$ cat config.mk
export PLATFORM = sky130hd
export DESIGN_NAME = nibble_serial_adder
export DESIGN_NICKNAME = d
export VERILOG_FILES = /design/src/rtl/nibble_serial_adder_pkg.sv /design/src/rtl/nibble_serial_adder_nibble_add.sv /design/src/rtl/nibble_serial_adder.sv
export SDC_FILE = /design/constraint.sdc
export NUM_CORES = 1
export LEC_CHECK = 0
export ABC_CLOCK_PERIOD_IN_PS = 3100
export CAP_MARGIN = 25
export CORE_MARGIN = 10
export CORE_UTILIZATION = 51
export CTS_BUF_LIST = sky130_fd_sc_hd__clkbuf_4
export CTS_CLUSTER_SIZE = 8
export DETAILED_ROUTE_END_ITERATION = 6
export PLACE_DENSITY = 0.81
export SETUP_SLACK_MARGIN = 0.2
export SYNTH_ARGS = -nofsm -noshare
export SYNTH_HDL_FRONTEND = slang
export SYNTH_SLANG_ARGS = --single-unit
$ cat constraint.sdc
create_clock -name clk -period 3.1 [get_ports clk]
set_input_delay 0.93 -clock clk [delete_from_list [all_inputs] [get_ports clk]]
set_output_delay 0.93 -clock clk [all_outputs]
set_load 0.1 [all_outputs]
$ cat src/rtl/nibble_serial_adder_pkg.sv
// nibble_serial_adder_pkg: shared state encoding and nibble width
package nibble_serial_adder_pkg;
  localparam int NIBBLE_W = 4;
  typedef enum logic [1:0] {ST_IDLE, ST_RUN, ST_DONE} state_t;
endpackage

$ cat src/rtl/nibble_serial_adder_nibble_add.sv
// nibble_add: combinational 4-bit adder with carry-in and carry-out
module nibble_add
  import nibble_serial_adder_pkg::*;
(
  input  logic [NIBBLE_W-1:0] a,
  input  logic [NIBBLE_W-1:0] b,
  input  logic                ci,
  output logic [NIBBLE_W-1:0] s,
  output logic                co
);
  assign {co, s} = {1'b0, a} + {1'b0, b} + {{NIBBLE_W{1'b0}}, ci};
endmodule

$ cat src/rtl/nibble_serial_adder.sv
// nibble_serial_adder: wide unsigned adder computed one nibble per clock through a single nibble adder
module nibble_serial_adder
  import nibble_serial_adder_pkg::*;
#(
  parameter int NIBBLES = 4
) (
  input  logic                      clk,
  input  logic                      rst,
  input  logic                      start,
  input  logic [NIBBLE_W*NIBBLES-1:0] A,
  input  logic [NIBBLE_W*NIBBLES-1:0] B,
  input  logic                      c_in,
  output logic                      busy,
  output logic                      done,
  output logic [NIBBLE_W*NIBBLES-1:0] sum,
  output logic                      c_out
);
  localparam int W  = NIBBLE_W * NIBBLES;
  localparam int IW = NIBBLES > 1 ? $clog2(NIBBLES) : 1;
  state_t state, state_n;
  logic [W-1:0] a_q, b_q;
  logic [IW-1:0] idx;
  logic carry, cy, last, accept;
  logic [NIBBLE_W-1:0] s;
  nibble_add u_add (
    .a (a_q[idx*NIBBLE_W +: NIBBLE_W]),
    .b (b_q[idx*NIBBLE_W +: NIBBLE_W]),
    .ci(carry),
    .s (s),
    .co(cy)
  );
  assign last   = idx == IW'(NIBBLES - 1);
  assign accept = start && state != ST_RUN;
  assign busy   = state == ST_RUN;
  assign done   = state == ST_DONE;
  // IDLE and DONE share the same exit: a start launches a new run
  always_comb begin
    state_n = state == ST_RUN ? (last ? ST_DONE : ST_RUN) : (start ? ST_RUN : ST_IDLE);
  end
  always_ff @(posedge clk) begin
    if (rst) begin
      state <= ST_IDLE;
      a_q   <= '0;
      b_q   <= '0;
      idx   <= '0;
      carry <= 1'b0;
      sum   <= '0;
      c_out <= 1'b0;
    end else begin
      state <= state_n;
      if (accept) begin
        a_q   <= A;
        b_q   <= B;
        carry <= c_in;
        idx   <= '0;
        sum   <= '0;
        c_out <= 1'b0;
      end else if (state == ST_RUN) begin
        sum[idx*NIBBLE_W +: NIBBLE_W] <= s;
        carry <= cy;
        idx   <= last ? '0 : idx + 1'b1;
        if (last) c_out <= cy;
      end
    end
  end
endmodule

* Word-level counts from Yosys, hierarchy flattened
Cells that the tools add are included.
** Cells by class
- $add $sub $neg :: 4
- Multipliers :: 0
- Divide/modulo/power cells :: 0
- Order comparisons :: 0
- Equality and inequality tests :: 4
- Shift operators :: 4
- Multiplexer cells :: 7
- Bitwise operators :: 0
- Reductions and logical operators :: 4
** Operators with widths (count)
- $neg 4->34 :: 1
- $shift 4x34->16 const A :: 1
- $shiftx 4x34->16 :: 1
- $shiftx 16x5->4 :: 2
- $bwmux 16 :: 1
- $mux 2 :: 3
- $add 4x4->5 :: 1
- $add 5x1->5 :: 1
- $eq 2x2->1 const B :: 2
- $mux 1 :: 3
- $add 2x1->2 const B :: 1
- $eq 2x1->1 const B :: 1
- $ne 2x1->1 const B :: 1
- $reduce_and 2->1 :: 1
- $reduce_bool 2->1 :: 1
- $reduce_or 2->1 :: 1
- $logic_and 1x1->1 :: 1
** Word-level totals
- Flip-flop bits (word level) :: 54
- Latch bits :: 0
- RAM bits :: 0
- ROM bits :: 0
- Input port bits :: 36
- Output and inout bits :: 19
- Word-level logic and storage cells :: 30
- Memories :: 0

* Logic depth before layout (Yosys ltp)
- Word-level depth :: 5
- Gate-level depth with buffers :: 7
- Depth with buffers taken out :: 6

* By module
A second synthesis with hierarchy kept.
** Unflattened totals
- Cells, all modules :: 278
- Area, all modules :: 2583.7 sq um
** By module, submodules not included
- nibble_serial_adder :: instances 1, cells an instance 262, area each 2439.8 sq um, sequential area each 1081.0 sq um
- nibble_add :: instances 1, cells an instance 16, area each 143.9 sq um, sequential area each 0.0 sq um

* Worst setup path before layout
OpenSTA, ideal clock, no wires.
- Path type :: register to register
- Start :: reg idx[0]
- End :: reg c_out
- Setup time :: 0.152 ns
- Arrival :: 2.488 ns
- Data required time :: 2.948 ns
- Path slack :: 0.460 ns
- Stages on the path, launching flop included :: 8
- Path buffers :: 1
- Clock period less this slack :: 2.640 ns
- Cells stage by stage :: dfxtp_1 > buf_4 > mux4_2 > fa_1 > fa_1 > a21o_1 > a21oi_1 > a311oi_1
** On the way
- Cells in the longest elaborated chain, start to end :: 3
- Elaborated cells on any way between the ends :: 6
- Those cells by class :: add/sub (2); eq/ne (1); shift (2); reduce/logical (1)
** Ends and longest elaborated chain
- start, declared :: line nibble_serial_adder.sv:22 : logic [IW-1:0] idx;
- start signal, assigned :: line nibble_serial_adder.sv:61 : idx <= last ? '0 : idx + 1'b1;
- $shiftx 16x5->4, on equally long branches :: line nibble_serial_adder.sv:26, nibble_serial_adder.sv:27
- $add 4x4->5 :: line nibble_serial_adder_nibble_add.sv:11 : assign {co, s} = {1'b0, a} + {1'b0, b} + {{NIBBLE_W{1'b0}}, ci};
- $add 5x1->5 :: line nibble_serial_adder_nibble_add.sv:11
- end signal, assigned :: line nibble_serial_adder.sv:62 : if (last) c_out <= cy;
- end, declared :: line nibble_serial_adder.sv:16 : output logic c_out
Several ways; a longest one is shown, not always the timed one.
A chain may end at the register's enable or synchronous reset.

* Worst setup path after layout
- Start :: reg idx[1]
- End :: reg sum[2]
** On the way
- Cells in the longest elaborated chain, start to end :: 5
- Elaborated cells on any way between the ends :: 8
- Those cells by class :: add/sub (3); shift (4); mux (1)
** Ends and longest elaborated chain
- $shiftx 16x5->4, on equally long branches :: line nibble_serial_adder.sv:26, nibble_serial_adder.sv:27
- $add 4x4->5 :: line nibble_serial_adder_nibble_add.sv:11
- $add 5x1->5 :: line nibble_serial_adder_nibble_add.sv:11
- $shiftx 4x34->16 :: line nibble_serial_adder.sv:59 : sum[idx*NIBBLE_W +: NIBBLE_W] <= s;
- $bwmux 16 * :: line nibble_serial_adder.sv:59
- end signal, assigned by index :: line nibble_serial_adder.sv:59
- end, declared :: line nibble_serial_adder.sv:15 : output logic [NIBBLE_W*NIBBLES-1:0] sum,
Every way passes the cells marked *; elsewhere a longest branch is shown, timed or not.

==> summary.txt <==
GRT
  • Total grt overflow: 0
  • Total global-route track usage: 0.1467
  • Initial antenna violation count: 0
  • Vias in the first global route: 1951
  • Largest net degree at the start of global routing: 36
  • First-pass GRT wire length: 9.183 mm

Yosys
  • Mux contribution to synthesized area: 0.07567
  • Post-Synthesis Cells: 259
  • Yosys Warn Count: 0
  • Largest family of logic cells by synthesized area: simple AND/OR/NAND/NOR gates
  • Post-Syn Area: 2381 µm²
  • Simple-Gate Fraction of Synth Area: 0.2028
  • Register area share after synthesis: 0.4540
  • Syn_area_per_cell: 9.193 µm²
  • Net Count, Synth: 306
  • Post-synthesis register bit count: 54
  • Adder-Cell Fraction of Synth Area: 0.06411
  • XOR/XNOR share of the synthesized area: 0.003678
  • Post-synthesis compound-gate area fraction: 0.1482
  • Netlist cell types: 31

STA
  • Final Cycle Share: 0.8418
  • Clk_skew: 13.05 ps
  • RSZ-0062 raised after global routing: false
  • Setup TNS: 0 ps
  • Endpoints failing setup: 0
  • Worst Tran Pin Value: 772.2 ps
  • Fin. Hold Viols: 0
  • Final worst path period need: 2609 ps
  • Hold slack: 467.8 ps
  • Rel. slew slack: 0.4852
  • Fmax achieved: 0.3832 GHz
  • Count of final max-slew check failures: 0

Finish
  • Final nets: 357
  • Most frequent cells in the layout: nand2_1 (70), dfxtp_1 (54), a21oi_1 (36)
  • Filler cells: 385
  • ANT cells: 0
  • Share of layout cells above drive strength 1: 0.1576
  • Commonest non-fill, non-tap cell in the layout: nand2_1
  • Area grow syn2layout: 23.07%

Clock network
  • Maximum clock path buffer count: 2
  • Clock tree sinks: 54
  • CTS Hold Bufs: 0
  • H-tree Lvls: 2
  • Number of setup buffers added after CTS: 0
  • Cts bufs inserted: 5
  • Clk slew on worst S/H paths: 150 ps
  • Root buffer cell: clkbuf_4
  • CTS tree: yes
  • Post-cts resize count: 0
  • Worst skew pair latency: 380 ps

Power
  • Max VDD drop: 0.2644 mV
  • Lkg Pwr: 1.164 nW
  • Power density cells: 436.4 nW/µm²

Route
  • Post-DRT Antenna Nets: 0
  • Drt wl/cell: 15.18 µm
  • Residual DRC: 0
  • Vias: 1978
  • TritonRoute pass-1 iters: 4
  • Post-Route WL: 5.510 mm
  • DR iter-0 viols: 90
  • Vias/cell: 5.449

Worst setup path
  • WP data required: 3410 ps
  • Top cell by count, worst path: fa_1
  • Setup crit start kind: flip-flop
  • Slowest cell on the critical path: mux4_2
  • CP Class: reg2reg
  • CP cell instances: mux4_2 > fa_1 > fa_1 > xor2_1 > a22oi_1 > nor2_1
  • Worst-path fanout max: 8
  • Arr. time, crit path: 2920 ps
  • Crit path largest cell delay: 580 ps
  • WP buf/inv: 0
  • Worst setup EP type: flip-flop
  • Top delay family on crit path: adder cells

Place
  • GPL Wtd Cong: 0.9090
  • Dpl hpwl: 4.164 mm
  • # port buffers: 54

Run status
  • Status: complete, no violations

Die
  • Die Wd: 88.33 µm
  • I/O pins: 55
  • Die height: 88.33 µm
  • Core area: 4444 µm²
  • Row cnt: 24
  • Die ar.: 7801 µm²
  • Initial Util: 0.5358

Hold path
  • Tightest Hold Check Type: reg2reg

Flow run
  • Max-cap violation count: 0
power breakdown:
part	leakage (nW)	internal, mW	switching (mW)
Combinational	0.690	0.102	0.130
Clock	0.0331	0.0945	0.210
Sequential	0.441	0.724	0.0183
Total	1.16	0.921	0.358
routing by layer:
metal  vias up  share of wire  track usage
li1        993              -            -
met1       929           0.44       0.1750
met2        50           0.48       0.2398
met3         6          0.073      0.05055
met4         0          0.012      0.05286
met5         -              0            0
per-stage QoR:
| step | cells | utilization | total power, mW | cell area (µm²) | setup slack [ps] |
|---|---|---|---|---|---|
| floorplan | 259 | - | 0.9119 | 2381 | 460.4 |
| global placement | 355 | 0.6472 | 0.9851 | 2877 | 583.0 |
| detailed placement | 355 | 0.6472 | 0.9914 | 2877 | 502.7 |
| CTS | 363 | 0.6593 | 1.292 | 2930 | 471.4 |
| global route | 363 | 0.6593 | 1.342 | 2930 | 329.7 |
| finish | 363 | 0.6593 | 1.279 | 2930 | 490.6 |
state kept, by name (all words and copies together), names as in the netlist:
name   count
state      2
a_q       16
sum       16
b_q       16
idx        2
carry      1
c_out      1
worst reg2reg max path, cell delays in order (launching register included):
cell,delay [ps]
dfxtp_1,520
mux4_2,580
fa_1,440
fa_1,420
xor2_1,340
a22oi_1,150
nor2_1,100
kinds of logic after synthesis:
family / Yosys count
AO/OA/AOI/OAI: 58
XOR/XNOR: 1
adder cells (fa/ha/maj): 11
buffers and inverters: 20
flip-flops: 54
multiplexers: 8
AND/OR/NAND/NOR: 107
final timing paths:
kind | from | slack (ps) | endpoint | cells after the start
setup / recovery | idx[1]$_SDFFE_PP0P_ | 490 | sum[2]$_SDFFE_PP0P_ | 6
hold / removal | a_q[2]$_SDFFE_PP0P_ | 470 | a_q[2]$_SDFFE_PP0P_ | 2
setup reg to reg | idx[1]$_SDFFE_PP0P_ | 490 | sum[2]$_SDFFE_PP0P_ | 6
hold reg to reg | a_q[2]$_SDFFE_PP0P_ | 470 | a_q[2]$_SDFFE_PP0P_ | 2
Yosys cell counts, drive strengths merged:
library cell | count | area (µm²)
buf | 12 | 92.58
nand3b | 3 | 22.52
nand2 | 71 | 269.0
nor2 | 21 | 78.83
and2 | 1 | 6.260
a311oi | 1 | 8.760
or2 | 1 | 6.260
clkbuf | 4 | 15.01
a211o | 1 | 8.760
dfxtp | 54 | 1081
inv | 4 | 15.01
nand2b | 2 | 12.51
mux4 | 8 | 180.2
a22oi | 12 | 90.09
a21o | 2 | 15.01
nor3 | 2 | 15.01
a21oi | 36 | 180.2
nor4 | 3 | 55.05
nand3 | 1 | 5.000
a32oi | 4 | 35.03
fa | 2 | 40.04
xor2 | 1 | 8.760
a211oi | 2 | 15.01
ha | 9 | 112.6
nor2b | 2 | 12.51
cell type report:
| type | count | area [µm²] | area share |
|---|---|---|---|
| multi-input cells | 185 | 1177 | 0.4018 |
| flip-flops and latches | 54 | 1081 | 0.3689 |
| repair buffers | 60 | 538.0 | 0.1836 |
| well taps | 52 | 65.06 | 0.02220 |
| clock buffers | 6 | 45.04 | 0.01537 |
| inverters | 4 | 15.01 | 0.005124 |
| clock inverters | 2 | 8.758 | 0.002989 |
No activity file was read; power rests on OpenSTA's default activity.
